### src/rtl/qif_spike_analyzer.sv
// Spike analyzer for the QIF neuron: counts rising edges of spike_in over a programmable
// window and reports the last inter-spike interval. Define QIF_ANALYZER_MINISI_EN to also track the minimum ISI.
module qif_spike_analyzer #(
    parameter int WIN_W = 16,
    parameter int CNT_W = 8,
    parameter int ISI_W = 12
) (
    input  logic             clk,
    input  logic             rst_n,
    input  logic             ena,
    input  logic             spike_in,
    input  logic [WIN_W-1:0] win_len,
    input  logic             start,
    input  logic             stop,
    input  logic             cont,
    output logic             out_valid,
    input  logic             out_ready,
    output logic [CNT_W-1:0] out_count,
    output logic [ISI_W-1:0] out_isi,
    output logic [ISI_W-1:0] out_min_isi,
    output logic             overflow,
    output logic             busy
);

    typedef enum logic [1:0] {S_IDLE, S_MEASURE, S_REPORT} state_t;

    state_t           r_state;
    state_t           w_state_nxt;
    logic             r_spike_prev;
    logic [WIN_W-1:0] r_win_len;
    logic [WIN_W-1:0] r_win_rem;
    logic             r_cont;
    logic [CNT_W-1:0] r_count;
    logic             r_ovf;
    logic [ISI_W-1:0] r_timer;
    logic [ISI_W-1:0] r_last_isi;
    logic             r_first_seen;

    logic             w_event;
    logic             w_measure;
    logic             w_start_acc;
    logic             w_clear;
    logic             w_win_last;
    logic [WIN_W-1:0] w_len_eff;
    logic [CNT_W-1:0] w_count_inc;

    function automatic logic [CNT_W-1:0] f_sat_inc_cnt(input logic [CNT_W-1:0] v);
        return (v == '1) ? v : v + CNT_W'(1);
    endfunction

    function automatic logic [ISI_W-1:0] f_sat_inc_isi(input logic [ISI_W-1:0] v);
        return (v == '1) ? v : v + ISI_W'(1);
    endfunction

    // Edge detection runs regardless of ena so re-enabling never creates a false edge.
    assign w_event     = spike_in & ~r_spike_prev & ena;
    assign w_measure   = ena & (r_state == S_MEASURE);
    assign w_start_acc = ena & (r_state == S_IDLE) & start;
    assign w_clear     = w_start_acc | (ena & (r_state == S_REPORT) & out_ready & r_cont);
    assign w_win_last  = (r_win_rem == WIN_W'(1));
    assign w_len_eff   = (win_len == '0) ? WIN_W'(1) : win_len;
    assign w_count_inc = f_sat_inc_cnt(r_count);

    always_ff @(posedge clk or negedge rst_n) begin
        if (!rst_n) begin
            r_state      <= S_IDLE;
            r_spike_prev <= 1'b0;
        end else begin
            r_state      <= w_state_nxt;
            r_spike_prev <= spike_in;
        end
    end

    always_comb begin
        w_state_nxt = r_state;
        if (ena) begin
            case (r_state)
                S_IDLE:    if (start) w_state_nxt = S_MEASURE;
                S_MEASURE: begin
                    if (stop)            w_state_nxt = S_IDLE;
                    else if (w_win_last) w_state_nxt = S_REPORT;
                end
                S_REPORT:  if (out_ready) w_state_nxt = r_cont ? S_MEASURE : S_IDLE;
                default:   w_state_nxt = S_IDLE;
            endcase
        end
    end

    always_comb begin
        out_valid = 1'b0;
        busy      = 1'b0;
        if (r_state == S_REPORT) out_valid = 1'b1;
        if (r_state != S_IDLE)   busy      = 1'b1;
    end

    always_ff @(posedge clk or negedge rst_n) begin
        if (!rst_n) begin
            r_win_len    <= '0;
            r_win_rem    <= '0;
            r_cont       <= 1'b0;
            r_count      <= '0;
            r_ovf        <= 1'b0;
            r_timer      <= '0;
            r_last_isi   <= '0;
            r_first_seen <= 1'b0;
        end else if (w_clear) begin
            if (w_start_acc) begin
                r_win_len <= w_len_eff;
                r_win_rem <= w_len_eff;
                r_cont    <= cont;
            end else begin
                r_win_rem <= r_win_len;
            end
            r_count      <= '0;
            r_ovf        <= 1'b0;
            r_timer      <= '0;
            r_last_isi   <= '0;
            r_first_seen <= 1'b0;
        end else if (w_measure) begin
            if (!w_win_last) r_win_rem <= r_win_rem - WIN_W'(1);
            // Timer restarts at 1 on each event so the next event captures the edge distance.
            r_timer <= w_event ? ISI_W'(1) : f_sat_inc_isi(r_timer);
            if (w_event) begin
                r_count      <= w_count_inc;
                r_ovf        <= r_ovf | (w_count_inc == '1);
                r_first_seen <= 1'b1;
                if (r_first_seen) r_last_isi <= r_timer;
            end
        end
    end

`ifdef QIF_ANALYZER_MINISI_EN
    logic [ISI_W-1:0] r_min_isi;

    always_ff @(posedge clk or negedge rst_n) begin
        if (!rst_n) begin
            r_min_isi <= '0;
        end else if (w_clear) begin
            r_min_isi <= '1;
        end else if (w_measure && w_event && r_first_seen && (r_timer < r_min_isi)) begin
            r_min_isi <= r_timer;
        end
    end

    assign out_min_isi = (r_count > CNT_W'(1)) ? r_min_isi : '0;
`else
    assign out_min_isi = '0;
`endif

    assign out_count = r_count;
    assign out_isi   = r_last_isi;
    assign overflow  = r_ovf;

endmodule

### config.mk
export PLATFORM = sky130hd
export DESIGN_NAME = qif_spike_analyzer
export DESIGN_NICKNAME = d
export VERILOG_FILES = /design/src/rtl/qif_spike_analyzer.sv
export SDC_FILE = /design/constraint.sdc
export NUM_CORES = 1
export LEC_CHECK = 0
export ABC_AREA = 1
export BUFFER_PORTS_ARGS = -buffer_cell sky130_fd_sc_hd__buf_2
export CAP_MARGIN = 20
export CORE_MARGIN = 2
export CORE_UTILIZATION = 45
export DETAILED_ROUTE_END_ITERATION = 8
export MAX_ROUTING_LAYER = met4
export PLACE_DENSITY_LB_ADDON = 0.1
export SLEW_MARGIN = 20
export SYNTH_ARGS = -nofsm -noshare
export SYNTH_HDL_FRONTEND = slang
export SYNTH_SLANG_ARGS = --single-unit
### constraint.sdc
create_clock -name clk -period 3.32 [get_ports clk]
set_input_delay 0.332 -clock clk [delete_from_list [all_inputs] [get_ports clk]]
set_output_delay 0.332 -clock clk [all_outputs]
set_load 0.05 [all_outputs]
* Word level (Yosys, flattened, before mapping) *
Index checks and enable logic that the tools add are counted.

cells by class
  $add $sub $neg = 3
  equality and inequality tests = 11
  mux-type cells = 31
  bitwise gates (word level) = 11
  reduce and logical (&&, ||, !) cells = 12

operator list
  cell                                                 count
  2-to-1 mux 12 bit                                    8
  2-to-1 mux 16 bit                                    5
  2-to-1 mux 8 bit                                     4
  == test 16 x 1 -> 1 bit (second input constant)      1
  == test 8 bit (second input constant)                2
  zero test 16 bit                                     1
  subtractor 16 x 1 -> 16 bit (second input constant)  1
  adder 12 x 1 -> 12 bit (second input constant)       1
  == test 12 bit (second input constant)               1
  2-to-1 mux 1 bit                                     9
  adder 8 x 1 -> 8 bit (second input constant)         1
  bitwise AND 1 bit                                    8
  2-to-1 mux 2 bit                                     4
  AND reduction 2 bit                                  4
  nonzero test 2 bit                                   4
  inequality test 2 bit (second input constant)        3
  inequality test 3 bit (second input constant)        2
  case mux 2 bit (3 select lines)                      1
  AND reduction 4 bit                                  1
  AND reduction 3 bit                                  1
  == test 2 x 1 -> 1 bit (second input constant)       1
  == test 2 bit (second input constant)                1
  zero test 2 bit                                      1
  OR 1 bit                                             2
  NOT 1 bit                                            1

word-level totals
  bits in registers = 70
  word-level logic and storage cells = 78

* Depth between registers and ports, before layout *
Gate-level depths: netlist of run 1.

  word-level depth = 7
  mapped depth = 11
  mapped depth without buffers = 11

* Least setup slack after synthesis of run 1 *
No wires, ideal clock.

  path type = reg-to-reg
  start = register r_count[0], in the netlist out_count[0]
  end = register r_ovf, in the netlist overflow
  library setup time = 66 ps
  arrival time = 1747 ps
  required time = 3254 ps
  slack = 1507 ps
  stages on the path, launching flop included = 10
  period minus slack after synthesis = 1813 ps
  path through = dfrtp_1 ha_1 nand3_1 inv_1 nand2_1 o21ai_0 nand2_1 nor2_1 nand2_1 nand2_1

on the way
  longest elaborated chain between the ends = 7

ends and longest elaborated chain
  element                                                       line  RTL
  from (decl)                                                   33    logic [CNT_W-1:0] r_count;
  from (signal assigned)                                        124   r_count <= w_count_inc;
  adder 8 x 1 -> 8 bit / == test 8 bit (equally long branches)  48    return (v == '1) ? v : v + CNT_W'(1);
  2-to-1 mux 8 bit (*)                                          48
  == test 8 bit (*)                                             125   r_ovf <= r_ovf | (w_count_inc == '1);
  OR 1 bit (*)                                                  125
  2-to-1 mux 1 bit (*)                                          123   if (w_event) begin
  2-to-1 mux 1 bit (*)                                          119   end else if (w_measure) begin
  2-to-1 mux 1 bit (*)                                          106   end else if (w_clear) begin
  to (signal assigned)                                          125
  to (decl)                                                     34    logic r_ovf;

Every way passes the cells marked *; elsewhere a longest branch is shown, timed or not. The select of a mux whose other input is x is not followed.
A chain may end at the register's enable or synchronous reset.

* Worst setup path after layout of run 1 *
  start = register r_win_rem[6]
  end = register r_win_rem[4]

on the way
  longest elaborated chain between the ends = 3

ends and longest elaborated chain
  element                                 line  RTL
  from (decl)                             31    logic [WIN_W-1:0] r_win_rem;
  from (signal assigned)                  109   r_win_rem <= w_len_eff;
  from (signal assigned)                  112   r_win_rem <= r_win_len;
  from (signal assigned)                  120   if (!w_win_last) r_win_rem <= r_win_rem - WIN_W'(1);
  == test 16 x 1 -> 1 bit                 60    assign w_win_last = (r_win_rem == WIN_W'(1));
  inequality test 2 bit (no source line)  --
  AND reduction 2 bit (no source line)    --

No other way between the ends.

==> metrics.txt, run 1 <==
FF+latch area=0.00175 sq mm; Leak=2.27 nW; Worst setup SP type=flop; Async S/R FF share, synth=1.00; Routed Wire Length=8970 microns; # nets final=596; total grt overflow=0; CP required=3.53 ns; initial core utilization=0.471; share of post-route cells with drive strength above 1=0.162; Avg Inst Size Synth=7.54 sq um; Gate power share=0.387; GR Util All Layers=0.202; most common cell after layout, fill and taps aside=nand2_1; num ports=59; clk_lat worst skew=0.34 ns; Top FF cell, synth=dfrtp_1; sw power=0.00130 W; Largest delay share family, worst path=simple AND/OR/NAND/NOR gates; Clock Skews=0.00863 ns; YS warnings=0; largest net degree at the start of global routing=71; worst hold path type=in2reg; crit path DAT=2.14 ns; CTS Hold Bufs=0; final hold vios=0; Tightest Pin Transition=0.880 ns; max incr delay on CP=0.44 ns; slowest CP cell=dfrtp_1; CP endpoint kind=flop; cell type with the largest total area after synthesis=dfrtp_1; synthesized instance count=518; Port Buffer Count=46; crit path buf inv count=1; fin. max-slew vios=0; Sequential Power Share=0.404; DIE AREA=0.00944 sq mm; num rows=33; Slew HR=0.413; core area=0.00830 sq mm; Worst path most repeated cell=nand2_1; routed via count=3351; fmax=518 MHz; count of cell types in the netlist=34; RSZ-0062 raised after global routing=no; post-DR wirelength/cell=13.2 microns; Max Root-Sink Buffers=2; Yosys reg bits=70; setup fix buffers added after clock tree synthesis=0; first-pass GRT wire length=15100 microns; share of the cycle needed by the critical path after routing=0.582; EDFF count, synth=0; Power per Cell Area=704 mW/mm^2; CTS clk-pin slew, worst paths=0.07 ns; multi-input logic area=0.00183 sq mm; internal power=0.00177 W; Clk network pwr share=0.208; VDD IR max=277 uV; initial antenna violation count=0; n_diodes=0; post-CTS sizing=0; post-DP HPWL=6500 microns; Vias/cell=4.94; DRC=0; Seq/Total Area, Yosys=0.448; H-tree depth=3; main area contributors after synthesis=dfrtp_1 (45%), nand2_1 (16%), nor2_1 (6.1%); filler instances=789; CTS root buf=clkbuf_8; dpl ws=1.31 ns; Max FO, Critical Path=10; commonest cells after routing, fill and taps aside=nand2_1 (165), dfrtp_1 (70), nor2_1 (64); top cell type's share of synthesized area=0.448; setup slack after layout=1.39 ns; kind of critical path=reg2reg; status=finished clean; Die X=97.2 microns; CP Cell Sequence=nor2_1 > nand2_1 > nor2_1 > nand2_1 > nand2_2 > clkinv_1 > nand2_1 > o211ai_1; Sink Count=70; min cycle time layout=1.93 ns; DR iter-0 viols=135; hold_ws=0.117 ns; DIE HEIGHT=97.2 microns; Max Cap Viol=0; switch share=0.424; setup TNS=0 ns; CTS tree=done; Antenna Nets Post-Route=0; global placer's final weighted congestion=0.917; number of global-route vias before repair=3155; Area Growth Syn to Fin=11.8%; DRT Pass-1 Iters=4; endpoints failing setup=0; Synth Cell Area=0.00391 sq mm; CTS buffer count=9
==> registers in the layout (all words and copies together), names as in the netlist <==
register / cells
r_win_len: 16
r_win_rem: 16
out_isi: 12
r_timer: 12
out_count: 8
r_state: 2
overflow: 1
r_cont: 1
r_first_seen: 1
r_spike_prev: 1
==> worst paths after layout <==
check,to,cells after the start,slack [ns],startpoint
max,r_win_rem[4],8,1.39,r_win_rem[6]
min,r_spike_prev,1,0.12,spike_in
max reg2reg,r_win_rem[4],8,1.39,r_win_rem[6]
min reg2reg,out_isi[2],2,0.48,out_isi[2]
max in group asynchronous,out_count[5],2,2.55,rst_n
min in group asynchronous,r_win_len[12],2,0.18,rst_n
==> stage by stage <==
stage	cells	instance area, sq um	power [W]	utilization
3_3_place_gp	662	4180	0.00243	0.504
6_report	678	4370	0.00307	0.526
3_5_place_dp	662	4180	0.00245	0.504
5_1_grt	678	4370	0.00333	0.526
2_1_floorplan	529	3950	0.00221	-
4_1_cts	678	4370	0.00310	0.526
==> per-layer routing <==
| metal | GRT usage | up-vias | share of wire |
|---|---|---|---|
| li1 | - | 1724 | - |
| met1 | 0.264 | 1557 | 0.47 |
| met2 | 0.319 | 66 | 0.48 |
| met3 | 0.0460 | 4 | 0.039 |
| met4 | 0.0531 | 0 | 0.0080 |
| met5 | - | - | 0 |
==> cell usage after synthesis (2+ instances only) <==
library cell and n:
a21oi_1 6, buf_2 4, buf_4 14, dfrtp_1 70
ha_1 4, inv_1 50, inv_2 3, nand2_1 165
nand2_2 10, nand2_4 3, nand3_1 33, nand4_1 12
nor2_1 64, nor2_2 2, nor3_1 2, o211ai_1 5
o21ai_0 29, o21ai_2 5, o22ai_1 4, o31ai_1 7
xnor2_1 3, xor2_1 11
==> power by group through the flow <==
stage	combinational (W)	clock, W	sequential [W]
5_1_grt	0.00136	0.000700	0.00127
2_1_floorplan	0.000928	0	0.00128
6_report	0.00119	0.000640	0.00124
4_1_cts	0.00120	0.000664	0.00124
3_3_place_gp	0.00118	0	0.00126
3_5_place_dp	0.00119	0	0.00126
==> area by class of cell <==
type,count,share of cell area
clock inverters,3,0.00401
multi-input cells,382,0.419
repair buffers,49,0.0579
clock buffers,13,0.0387
flip-flops and latches,70,0.401
inverters,56,0.0490
well taps,105,0.0301
==> logic make-up (layout without fill, tap and decap cells) <==
kind of cell,count (synthesis),after routing,share of synthesized area
other cells,1,12,0.000960
buf+inv,77,121,0.0938
flops,70,70,0.448
fa+ha+maj,4,4,0.0128
xor+xnor,14,14,0.0314
compound gates,59,59,0.0961
simple gates,293,293,0.316
Note: power is estimated with default switching activity, not from simulation.
==> run 2: changes to the inputs <==
Clock period 3.32 ns to 1.9 ns, I/O delays scaled along.
==> metrics.txt, run 2 (synthesized netlist as in run 1, its figures left out) <==
Top Usage Layer GRT=met2; DRC=0; # nets final=603; DIE AREA=0.00944 sq mm; Worst path most repeated cell=nand2_1; largest net degree at the start of global routing=28; most common cell after layout, fill and taps aside=nand2_1; routed via count=3433; Slew HR=0.596; Area Growth Syn to Fin=14.8%; Clock Skews=0.00584 ns; worst hold path type=in2reg; Worst setup SP type=flop; Max Root-Sink Buffers=2; first-pass GRT wire length=16000 microns; Vias/cell=5.01; Die X=97.2 microns; initial core utilization=0.471; n_diodes=0; clk_lat worst skew=0.35 ns; filler instances=832; status=finished clean; final hold vios=0; global placer's final weighted congestion=0.897; CTS buffer count=9; number of global-route vias before repair=3272; DR iter-0 viols=124; Antenna Nets Post-Route=0; endpoints failing setup=0; share of post-route cells with drive strength above 1=0.172; GR Util All Layers=0.215; CP endpoint kind=flop; M3 GR Usage=0.0295; RSZ-0062 raised after global routing=yes; Port Buffer Count=46; fmax=559 MHz; Routed Wire Length=9480 microns; initial antenna violation count=0; core area=0.00830 sq mm; hold_ws=0.0408 ns; Sink Count=70; R2R setup slack=0.11 ns; fin. max-slew vios=0; kind of critical path=reg2reg; crit path DAT=2.08 ns; num rows=33; slowest CP cell=dfrtp_1; Power per Cell Area=1250 mW/mm^2; num ports=59; post-DR wirelength/cell=13.8 microns; min cycle time layout=1.79 ns; VDD IR max=482 uV; Leak=2.31 nW; CTS tree=done; setup TNS=0 ns; Regs by FF count=r_win_len: 16 flops, r_win_rem: 16 flops; post-DP HPWL=7050 microns; CTS root buf=clkbuf_8; CTS clk-pin slew, worst paths=0.08 ns; DRT Pass-1 Iters=4; GRT met1 Usage=0.290; CP Cell Sequence=inv_1 > nand3_1 > inv_1 > nand4_1 > buf_4 > nor2_1 > nand2_1 > nor2_1 > nand2_1 > nand2_1; Max FO, Critical Path=12; H-tree depth=3; share of the cycle needed by the critical path after routing=0.942; commonest cells after routing, fill and taps aside=nand2_1 (165), dfrtp_1 (70), nor2_1 (64); M2 GR Usage=0.339; CP required=2.19 ns; total grt overflow=0; Max Cap Viol=0; Tightest Pin Transition=0.606 ns; max incr delay on CP=0.41 ns; setup fix buffers added after clock tree synthesis=0; DIE HEIGHT=97.2 microns
run 2: cell types whose count changed in the layout (fill, tap and decap cells not counted), sizes merged:
cell         change
bufinv           +1
clkinvlp         +3
clkinv           -3
clkbuf           -2
inv              +1
buf              +5
dlygate4sd3      +2
run 2: worst paths after layout:
path | start | cells after the start | endpoint
setup / recovery | r_state[1] | 10 | overflow
hold / removal | cont | 3 | r_cont
setup reg to reg | r_state[1] | 10 | overflow
hold reg to reg | out_isi[1] | 2 | out_isi[1]
max in group asynchronous | rst_n | 3 | out_count[0]
min in group asynchronous | rst_n | 2 | r_win_len[13]
run 2: layout make-up:
cell class	instances	area (sq um)	share of cell area
repair buffers	56	335	0.0748
multi-input cells	382	1830	0.409
well taps	105	131	0.0293
flip-flops and latches	70	1750	0.391
clock buffers	11	151	0.0338
clock inverters	5	57.6	0.0128
inverters	56	221	0.0494
run 2: critical path: cells and delay by family, from the launching register on:
| kind | cells | cell delay, ns |
|---|---|---|
| simple gates | 7 | 0.72 |
| flops | 1 | 0.41 |
| buf+inv | 3 | 0.59 |
run 2: timing repair:
action,4_1_cts,5_1_grt
hold buffers,2,0
resized for setup,0,5
setup endpoints to repair,0,14
endpoints found under the hold margin,22,0
run 2: layer usage:
metal,routed length (microns),share of wire
met2,4530,0.48
met4,112,0.012
met5,0,0
met3,327,0.035
met1,4510,0.48
run 2: per-stage QoR:
stage                     cells  total power, W   util  setup slack [ns]  area (sq um)
after global routing        685         0.00603  0.540           -0.0211          4480
after detailed placement    667         0.00436  0.511             0.122          4240
final                       685         0.00562  0.540             0.110          4480
after CTS                   685         0.00562  0.539             0.112          4470
after floorplan             529         0.00386      -            0.0872          3950
after global placement      667         0.00432  0.511             0.151          4240
run 2: power by group:
| group | internal (W) | switching [W] | total, W | leakage (nW) |
|---|---|---|---|---|
| sequential | 0.00189 | 0.000285 | 0.00218 | 0.918 |
| combinational | 0.000654 | 0.00152 | 0.00218 | 1.30 |
| clock | 0.000675 | 0.000588 | 0.00126 | 0.0976 |
| total | 0.00322 | 0.00239 | 0.00562 | 2.31 |
